`src/rtl/proc16_pkg.sv`:
```
`default_nettype none
// ============================================================================
//  Module      : proc16_pkg
//  Description : Types and widths shared between processor_16b and its
//                power-up boot loader.
//  Revision    : 1.0  initial release
// ============================================================================
package proc16_pkg;

    localparam int DATA_W = 16;
    localparam int ADDR_W = 16;

    // Boot loader sequencing states.
    typedef enum logic [2:0] {
        BL_IDLE  = 3'd0,
        BL_LEN   = 3'd1,
        BL_LOAD  = 3'd2,
        BL_DRAIN = 3'd3,
        BL_RUN   = 3'd4
    } bl_state_e;

endpackage
`default_nettype wire

```
`src/rtl/boot_loader_if.sv`:
```
`default_nettype none
// ============================================================================
//  Module      : boot_loader_if
//  Description : Valid/ready word stream feeding the boot loader.
//                master : word source (host / UART side)
//                slave  : boot loader
//                Signals: s_valid, s_data[DATA_W], s_ready
//  Revision    : 1.0  initial release
// ============================================================================
interface boot_loader_if #(
    parameter int DATA_W = 16
) ();
    logic              s_valid;
    logic [DATA_W-1:0] s_data;
    logic              s_ready;

    modport master (output s_valid, output s_data, input s_ready);
    modport slave  (input s_valid, input s_data, output s_ready);
endinterface
`default_nettype wire

```
`src/rtl/mem_port_mux.sv`:
```
`default_nettype none
// ============================================================================
//  Module      : mem_port_mux
//  Description : Selects who drives the shared program memory port: the
//                loader's registered write while loading, or the CPU's
//                signals (pure combinational passthrough) once running.
//  Ports       : run_sel_i                      1 = CPU owns the port
//                ld_addr_i/ld_wdata_i/ld_we_i   loader registered write
//                cpu_addr_i/cpu_wdata_i/cpu_we_i CPU memory signals
//                mem_addr_o/mem_wdata_o/mem_we_o memory port
//  Revision    : 1.0  initial release
// ============================================================================
module mem_port_mux #(
    parameter int ADDR_W = 16,
    parameter int DATA_W = 16
) (
    input  wire logic              run_sel_i,
    input  wire logic [ADDR_W-1:0] ld_addr_i,
    input  wire logic [DATA_W-1:0] ld_wdata_i,
    input  wire logic              ld_we_i,
    input  wire logic [ADDR_W-1:0] cpu_addr_i,
    input  wire logic [DATA_W-1:0] cpu_wdata_i,
    input  wire logic              cpu_we_i,
    output logic      [ADDR_W-1:0] mem_addr_o,
    output logic      [DATA_W-1:0] mem_wdata_o,
    output logic                   mem_we_o
);

    always_comb begin
        mem_addr_o  = ld_addr_i;
        mem_wdata_o = ld_wdata_i;
        mem_we_o    = ld_we_i;
        if (run_sel_i) begin
            mem_addr_o  = cpu_addr_i;
            mem_wdata_o = cpu_wdata_i;
            mem_we_o    = cpu_we_i;
        end
    end

endmodule
`default_nettype wire

```
`src/rtl/boot_loader.sv`:
```
`default_nettype none
// ============================================================================
//  Module      : boot_loader
//  Description : Power-up sequencer for processor_16b. Holds the CPU in reset,
//                receives a length-prefixed image on a valid/ready stream,
//                writes it to memory from BASE_ADDR, drains the last write,
//                then releases the CPU and hands it the memory port.
//  Ports       : clk, rst           clock, synchronous active-high reset
//                start              pulse: begin / restart a load
//                s (slave modport)  s_valid, s_data, s_ready
//                cpu_addr/cpu_wdata/cpu_we   CPU memory signals
//                cpu_rst            reset to the processor
//                mem_addr/mem_wdata/mem_we   memory port
//                busy, done         status (LEN/LOAD/DRAIN, RUN)
//                words_loaded       words written in current/last load
//                load_sum           mod-2^DATA_W sum of loaded words
//  Revision    : 1.0  initial release
// ============================================================================
module boot_loader
    import proc16_pkg::*;
#(
    parameter int              ADDR_W    = proc16_pkg::ADDR_W,
    parameter int              DATA_W    = proc16_pkg::DATA_W,
    parameter logic [ADDR_W-1:0] BASE_ADDR = '0
) (
    input  wire logic              clk,
    input  wire logic              rst,
    input  wire logic              start,
    boot_loader_if.slave           s,
    input  wire logic [ADDR_W-1:0] cpu_addr,
    input  wire logic [DATA_W-1:0] cpu_wdata,
    input  wire logic              cpu_we,
    output logic                   cpu_rst,
    output logic      [ADDR_W-1:0] mem_addr,
    output logic      [DATA_W-1:0] mem_wdata,
    output logic                   mem_we,
    output logic                   busy,
    output logic                   done,
    output logic      [ADDR_W-1:0] words_loaded,
    output logic      [DATA_W-1:0] load_sum
);

    bl_state_e         state_q, state_d;
    logic [ADDR_W-1:0] len_q, len_d;
    logic [ADDR_W-1:0] ptr_q, ptr_d;
    logic [ADDR_W-1:0] words_q, words_d;
    logic [DATA_W-1:0] sum_q, sum_d;
    logic [ADDR_W-1:0] wr_addr_q, wr_addr_d;
    logic [DATA_W-1:0] wr_data_q, wr_data_d;
    logic              wr_we_q, wr_we_d;

    logic              w_hs;
    logic [ADDR_W-1:0] w_words_inc;

    // Status decoded from registered state only.
    assign s.s_ready    = (state_q == BL_LEN) || (state_q == BL_LOAD);
    assign busy         = (state_q == BL_LEN) || (state_q == BL_LOAD) || (state_q == BL_DRAIN);
    assign done         = (state_q == BL_RUN);
    assign cpu_rst      = (state_q != BL_RUN);
    assign words_loaded = words_q;
    assign load_sum     = sum_q;

    assign w_hs        = s.s_valid && s.s_ready;
    assign w_words_inc = words_q + ADDR_W'(1);

    always_ff @(posedge clk) begin
        if (rst) begin
            state_q   <= BL_IDLE;
            len_q     <= '0;
            ptr_q     <= '0;
            words_q   <= '0;
            sum_q     <= '0;
            wr_addr_q <= '0;
            wr_data_q <= '0;
            wr_we_q   <= 1'b0;
        end else begin
            state_q   <= state_d;
            len_q     <= len_d;
            ptr_q     <= ptr_d;
            words_q   <= words_d;
            sum_q     <= sum_d;
            wr_addr_q <= wr_addr_d;
            wr_data_q <= wr_data_d;
            wr_we_q   <= wr_we_d;
        end
    end

    always_comb begin
        state_d   = state_q;
        len_d     = len_q;
        ptr_d     = ptr_q;
        words_d   = words_q;
        sum_d     = sum_q;
        wr_addr_d = wr_addr_q;
        wr_data_d = wr_data_q;
        // Write strobe lives for exactly one cycle after a LOAD handshake.
        wr_we_d   = 1'b0;

        case (state_q)
            BL_IDLE: begin
                if (start) state_d = BL_LEN;
            end
            BL_LEN: begin
                // A start here is ignored: we are already waiting for a length.
                if (w_hs) begin
                    len_d   = ADDR_W'(s.s_data);
                    words_d = '0;
                    sum_d   = '0;
                    ptr_d   = BASE_ADDR;
                    state_d = (s.s_data == '0) ? BL_DRAIN : BL_LOAD;
                end
            end
            BL_LOAD: begin
                // Restart wins over a coincident handshake; that word is dropped
                // and no write is issued for it.
                if (start) begin
                    state_d = BL_LEN;
                end else if (w_hs) begin
                    wr_addr_d = ptr_q;
                    wr_data_d = s.s_data;
                    wr_we_d   = 1'b1;
                    ptr_d     = ptr_q + ADDR_W'(1);
                    words_d   = w_words_inc;
                    sum_d     = sum_q + s.s_data;
                    if (w_words_inc == len_q) state_d = BL_DRAIN;
                end
            end
            BL_DRAIN: begin
                state_d = start ? BL_LEN : BL_RUN;
            end
            BL_RUN: begin
                if (start) state_d = BL_LEN;
            end
            default: state_d = BL_IDLE;
        endcase
    end

    mem_port_mux #(
        .ADDR_W (ADDR_W),
        .DATA_W (DATA_W)
    ) u_mem_port_mux (
        .run_sel_i   (state_q == BL_RUN),
        .ld_addr_i   (wr_addr_q),
        .ld_wdata_i  (wr_data_q),
        .ld_we_i     (wr_we_q),
        .cpu_addr_i  (cpu_addr),
        .cpu_wdata_i (cpu_wdata),
        .cpu_we_i    (cpu_we),
        .mem_addr_o  (mem_addr),
        .mem_wdata_o (mem_wdata),
        .mem_we_o    (mem_we)
    );

endmodule
`default_nettype wire

```
`src/flat_wrapper.sv`:
```
// flat-port wrapper written by rule: the top's interface ports become plain ports
module boot_loader_flat import proc16_pkg::*;
#(
    parameter int              ADDR_W    = proc16_pkg::ADDR_W,
    parameter int              DATA_W    = proc16_pkg::DATA_W,
    parameter logic [ADDR_W-1:0] BASE_ADDR = '0
)
  (clk, rst, start, cpu_addr, cpu_wdata, cpu_we, cpu_rst, mem_addr, mem_wdata, mem_we, busy, done, words_loaded, load_sum, s_s_valid, s_s_data, s_s_ready);
  boot_loader_if #(.DATA_W(DATA_W)) s_i ();
  input  wire logic clk;
  input  wire logic rst;
  input  wire logic start;
  input  wire logic [ADDR_W-1:0] cpu_addr;
  input  wire logic [DATA_W-1:0] cpu_wdata;
  input  wire logic cpu_we;
  output logic cpu_rst;
  output logic      [ADDR_W-1:0] mem_addr;
  output logic      [DATA_W-1:0] mem_wdata;
  output logic mem_we;
  output logic busy;
  output logic done;
  output logic      [ADDR_W-1:0] words_loaded;
  output logic      [DATA_W-1:0] load_sum;
  input wire logic [$bits(s_i.s_valid)-1:0] s_s_valid;
  input wire logic [$bits(s_i.s_data)-1:0] s_s_data;
  output wire logic [$bits(s_i.s_ready)-1:0] s_s_ready;
  assign s_i.s_valid = s_s_valid;
  assign s_i.s_data = s_s_data;
  assign s_s_ready = s_i.s_ready;
  boot_loader #(.ADDR_W(ADDR_W), .DATA_W(DATA_W), .BASE_ADDR(BASE_ADDR)) u_core (.clk(clk), .rst(rst), .start(start), .s(s_i), .cpu_addr(cpu_addr), .cpu_wdata(cpu_wdata), .cpu_we(cpu_we), .cpu_rst(cpu_rst), .mem_addr(mem_addr), .mem_wdata(mem_wdata), .mem_we(mem_we), .busy(busy), .done(done), .words_loaded(words_loaded), .load_sum(load_sum));
endmodule
```
`config.mk`:
```
export PLATFORM = sky130hd
export DESIGN_NAME = boot_loader_flat
export DESIGN_NICKNAME = d
export VERILOG_FILES = /design/src/rtl/proc16_pkg.sv /design/src/rtl/boot_loader_if.sv /design/src/rtl/mem_port_mux.sv /design/src/rtl/boot_loader.sv /design/src/flat_wrapper.sv
export SDC_FILE = /design/constraint.sdc
export NUM_CORES = 1
export LEC_CHECK = 0
export ABC_AREA = 1
export ABC_CLOCK_PERIOD_IN_PS = 4900
export CAP_MARGIN = 15
export CORE_MARGIN = 2
export CORE_UTILIZATION = 35
export CTS_CLUSTER_SIZE = 28
export DETAILED_ROUTE_END_ITERATION = 8
export PLACE_DENSITY = 0.56
export RECOVER_POWER = 50
export SYNTH_ARGS = -nofsm -noshare
export SYNTH_HDL_FRONTEND = slang
export SYNTH_HIERARCHICAL = 1
export SYNTH_SLANG_ARGS = --single-unit
```
`constraint.sdc`:
```
create_clock -name clk -period 4.9 [get_ports clk]
set_clock_uncertainty 0.05 [all_clocks]
set_input_delay 0.735 -clock clk [delete_from_list [all_inputs] [get_ports clk]]
set_output_delay 0.735 -clock clk [all_outputs]
set_load 0.02 [all_outputs]
```
==> flow_summary.toml, run 1 <==
[run_status]
status = "complete, no violations"

[sta]
tightestPinTransition_ps = 1408
finalSetupViolations = 0
rsz0062_at_grt = "false"
finalCritPeriodShare_pct = 78.60
finalCriticalPeriod_ps = 3851
finalSetupTns_ps = 0
drv_slew = 0
clock.fmax_mhz = 259.6
maxSlewHeadroom_pct = 6.147
finalHoldViolCount = 0

[power_and_ir_drop]
finalPower_w = 0.002551
p_per_area_nw_per_um2 = 364.4
p_leak_nw = 3.056
ir_worst_vdd_uv = 210.1

[clocking]
numCtsBuffers = 9
cts_resized = 0
htreeDepth = 3
clkSinkCount = 100
hold_buffers = 0
root_buffer = "clkbuf_16"
tritoncts = "done"
clk_pin_slew_ps = 70
post_cts_buffers = 0
clock_latency_ps = 350
clk_path_buf_depth = 2

[routing]
drtPass1Iterations = 4
wl_microns = 15330
wl_per_cell_microns = 14.03
route.vias.total = 5324
drt.antenna.violating_nets = 0
vias_per_cell = 4.871
drc_errors = 0
first_iter_violations = 324

[die]
dieArea_sq_um = 16390
ios = 122
num_rows = 45
die_y_microns = 128.0
initial_utilization_pct = 35.68
core_area_sq_um = 15090
die_x_microns = 128.0

[worst_setup_path]
crit_fanout = 19
cp-start-kind = "primary input"
critical_path_required_ps = 5060
crit_type = "primary input to flip-flop"
end_kind = "flip-flop"
cp.arrival_ps = 4020

[global_route]
antenna_found_initial = 0
grt_start_max_net_pins = 37
grt_pass1_vias = 4911
grt_pass1_wl_microns = 24900
track_usage_pct = 19.09
gr-total-overflow = 0

[final_layout]
fillers = 1596
nets = 971
drive_above_1_share_pct = 5.083
antenna_cells = 0
multi_input_area_sq_um = 2907
final_cell_count_no_fill = 1093
utilization_pct = 46.38
seq_area_sq_um = 2002
syn2layout_area_growth_pct = 30.00

[placement]
port_buffers = 121
place_congestion = 0.8058
dp.cells = 1077
dpl.hpwl_microns = 11290

[synthesis]
synth.area.top_cells = "dfxtp_1 (37%), nand2_1 (16%), a21oi_1 (6.9%), o21ai_0 (6.3%), inv_1 (4.7%)"
syn_avg_cell_area_sq_um = 6.815
synthFlopType = "dfxtp_1"
synth_cell_type_count = 43
synth_top_area_share_pct = 37.18
synthesis.nets = 861
async_flop_share_pct = 0
ys_warn_count = 6
ys_seq_area_share_pct = 37.18
yosysMostFrequentCell = "nand2_1"
synth_edf_count = 0
synth_commonest_cells = "nand2_1 (227), dfxtp_1 (100), a21oi_1 (74)"
synth_seq_cells = 100
synth_cells = 790
synth_area_sq_um = 5384
synth_top_area_cell = "dfxtp_1"

[hold_path]
min_path_type = "flip-flop to flip-flop"

[job]
cap_viol_max_count = 0
kinds of logic after synthesis:
family,count (synthesis),synth area share (%)
AOI/OAI and AO/OA,173,17.36
and+or+nand+nor,388,31.47
adders and majority gates,18,4.323
DFF,100,37.18
xor gates and xnor gates,9,1.464
buffers and inverters,102,8.203
final cells by class:
class                           count  area share [%]
Tap cell                          188           3.361
Clock buffer                        9           3.218
Inverter                           74           4.076
Clock inverter                      7           1.430
Sequential cell                   100           28.60
Multi-Input combinational cell    588           41.53
Timing Repair Buffer              127           17.79
through the flow:
stage	setup WS, ps	hold slack [ps]	area [sq um]
final	1049	426.4	6999
after global placement	1774	410.8	6726
after global routing	673.2	456.5	6999
after floorplan	2517	394.0	5384
after detailed placement	1750	419.4	6726
after CTS	1370	429.4	7052
cells in the final DEF (no fill, tap or decap), types with 2 or more instances in the layout:
cell type        synthesis  final
nor3b_1                  2      2
xor2_1                   3      3
or2_2                    5      5
inv_2                    3      2
ha_1                    17     17
o21ai_1                  3      3
nor4_1                   3      3
a22o_1                   2      2
nand3b_1                 4      4
buf_4                    3      3
inv_8                    1      2
clkinv_1                 2      2
inv_1                   68     69
nand2_1                227    229
clkbuf_1                13      3
clkinvlp_4               0      2
nand3_1                 36     36
a211oi_1                 2      2
nor3_1                   6      6
nor2_1                  67     71
dfxtp_1                100    100
o21ai_0                 68     68
clkbuf_16                0      9
bufinv_16                0      2
o22ai_1                 14     14
xnor2_1                  6      6
clkdlybuf4s50_1          0     86
a32o_1                   4      4
o21bai_1                 2      2
dlygate4sd3_1            0     35
a21oi_1                 74     74
nand4_1                 12     12
nand2_2                 13     11
nor2_2                   5      3
nor2_4                   4      3
flip-flops by register name (all words and copies together) (netlist names):
register and count:
u_core/len_q 16, u_core/load_sum 16, u_core/ptr_q 16, u_core/words_loaded 16
u_core/wr_addr_q 16, u_core/wr_data_q 16, u_core/state_q 3, u_core/wr_we_q 1
where the power goes:
part | internal [W] | total, W | switching, W
registers | 0.000886 | 0.000942 | 0.0000563
clock network | 0.000451 | 0.000784 | 0.000332
logic | 0.000332 | 0.000825 | 0.000493
worst max-delay path: stages:
cell and delay (ps):
dlygate4sd3_1 550, inv_1 100, nand2_1 100, nor2_1 820
nor2_1 500, inv_1 370, nor2_1 70, buf_4 210
inv_1 410, o22ai_1 130
metal layers:
layer	up-vias	track usage [%]	share of wire, %
met3	14	2.838	3.5
met1	2387	25.97	50
met4	0	6.335	1.5
met2	99	31.08	45
li1	2824	-	-
met5	-	0	0
final timing paths:
kind         cells after the start                endpoint  slack, ps              start
min reg2reg                      2        u_core/len_q[11]        430   u_core/len_q[11]
max reg2reg                     10  u_core/words_loaded[3]       1380  u_core/state_q[1]
max                             10  u_core/words_loaded[3]       1050              start
min                              2        u_core/len_q[11]        430   u_core/len_q[11]
Note: power is estimated with default switching activity, not from simulation.
==> run 2: changes to the inputs <==
- ABC_CLOCK_PERIOD_IN_PS: 4900 -> 3100
- PLACE_DENSITY: 0.56 -> 0.58
- clock period: 4.9 -> 3.1 ns (I/O delays scaled with it)
==> run 2 against run 1 <==
  * Register-to-register slack got worse by 610 ps
  * Combinational power rose by 59%
  * Critical path depth fell by 3
  * Die area did not move
  * Power rose by 54%
  * Utilization rose by 0.17 points
  * Routed wire length fell by 1.3%
  * Global-route usage fell by 0.65 points
  * Via count fell by 0.56%
  * First-iteration DRC count fell by 10%
  * Sequential share of layout area fell by 0.10 points
  * Sequential cell count did not move
==> flow_summary.toml, run 2 (same netlist as run 1, synthesis figures left out) <==
[run_status]
status = "complete, no violations"

[clocking]
htreeDepth = 3
root_buffer = "clkbuf_16"
clock_latency_ps = 350
hold_buffers = 0
cts_resized = 0
clkSinkCount = 100
clk_path_buf_depth = 2
tritoncts = "done"
clk_pin_slew_ps = 70
post_cts_buffers = 0
numCtsBuffers = 9

[final_layout]
layout_commonest_cell = "nand2_1"
syn2layout_area_growth_pct = 30.47
seq_area_sq_um = 2002
fillers = 1573
final_cell_mix = "nand2_1 (228), dfxtp_1 (100), clkdlybuf4s50_1 (91)"
multi_input_area_sq_um = 2924
drive_above_1_share_pct = 5.831
antenna_cells = 0
nets = 976

[sta]
finalSetupTns_ps = 0
tightestPinTransition_ps = 1355
finalSetupViolations = 0
maxSlewHeadroom_pct = 9.536
finalCriticalPeriod_ps = 2736
rsz0062_at_grt = "false"
finalCritPeriodShare_pct = 88.26
drv_slew = 0
clock.fmax_mhz = 365.5
timing.final.ws_setup_ps = 363.8
hold_ws_ps = 422.5
finalHoldViolCount = 0

[routing]
vias_per_cell = 4.826
first_iter_violations = 290
wl_microns = 15130
drc_errors = 0
wl_per_cell_microns = 13.79
drtPass1Iterations = 5
drt.antenna.violating_nets = 0
route.vias.total = 5294

[hold_path]
min_path_type = "flip-flop to flip-flop"

[power_and_ir_drop]
p_switching_w = 0.001354
pwr-share-seq_pct = 37.8
p_leak_nw = 3.060
p_per_area_nw_per_um2 = 560.8
p_sw_share_pct = 34.37
internal-power_w = 0.002585
clockPowerShare_pct = 28.9
ir_worst_vdd_uv = 283.1
p_comb_share_pct = 33.3

[global_route]
grt_pass1_vias = 4717
gr-usage-met2_pct = 29.92
busiest_layer = "met2"
grt_pass1_wl_microns = 24050
grt_start_max_net_pins = 53
track_usage_pct = 18.44
gr-total-overflow = 0
met3_usage_pct = 4.382
met1_usage_pct = 24.61
antenna_found_initial = 0

[die]
die_x_microns = 128.0
dieArea_sq_um = 16390
initial_utilization_pct = 35.68
num_rows = 45
ios = 122
core_area_sq_um = 15090
die_y_microns = 128.0

[worst_setup_path]
crit_fanout = 29
critical_path_required_ps = 2580
crit_type = "flip-flop to primary output"
cp-start-kind = "flip-flop"
end_kind = "primary output"
cp.arrival_ps = 2220

[placement]
port_buffers = 121
place_congestion = 0.8126
place_ws_ps = 236.1
dpl.hpwl_microns = 11250

[job]
cap_viol_max_count = 0
[run 2: stage by stage]
step	instance area, sq um	total power (W)	cells	utilization (%)
after global placement	6771	0.002861	1082	44.88
final	7024	0.003939	1097	46.55
after detailed placement	6771	0.002860	1082	44.88
after global routing	7024	0.004179	1097	46.55
after floorplan	5384	0.002353	790	-
after CTS	7064	0.004006	1097	46.82
[run 2: worst paths after layout]
path | from | end | slack [ps] | cells past startpoint
worst max-delay path | u_core/state_q[0] | mem_wdata[13] | 360 | 7
worst min-delay path | u_core/len_q[11] | u_core/len_q[11] | 420 | 2
worst max register to register | u_core/load_sum[0] | u_core/load_sum[12] | 770 | 11
worst min register to register | u_core/len_q[11] | u_core/len_q[11] | 420 | 2
[run 2: critical path: stages (launching register included)]
cell and delay [ps]:
dfxtp_1 360, nor2_1 210, inv_1 110, nor2_2 120
buf_4 300, nand2_1 90, nand2_1 70, clkdlybuf4s50_1 600
[run 2: layout make-up]
class	instances	area share (%)
Multi-Input combinational cell	588	41.63
Sequential cell	100	28.50
Timing Repair Buffer	132	18.29
Inverter	74	4.061
Clock buffer	11	3.456
Tap cell	188	3.349
Clock inverter	4	0.7125
[run 2: per-layer routing]
| metal | vias to the layer above | wire length (microns) |
|---|---|---|
| met2 | 114 | 6905 |
| li1 | 2828 | - |
| met4 | 0 | 205 |
| met3 | 13 | 725 |
| met5 | - | 0 |
| met1 | 2339 | 7293 |
[run 2: power by group through the flow]
| stage | clock network [W] | registers [W] | logic [W] |
|---|---|---|---|
| floorplan | 0 | 0.00151 | 0.000845 |
| global placement | 0 | 0.00152 | 0.00134 |
| detailed placement | 0 | 0.00152 | 0.00134 |
| CTS | 0.00117 | 0.00149 | 0.00135 |
| global route | 0.00122 | 0.00150 | 0.00146 |
| finish | 0.00114 | 0.00149 | 0.00131 |
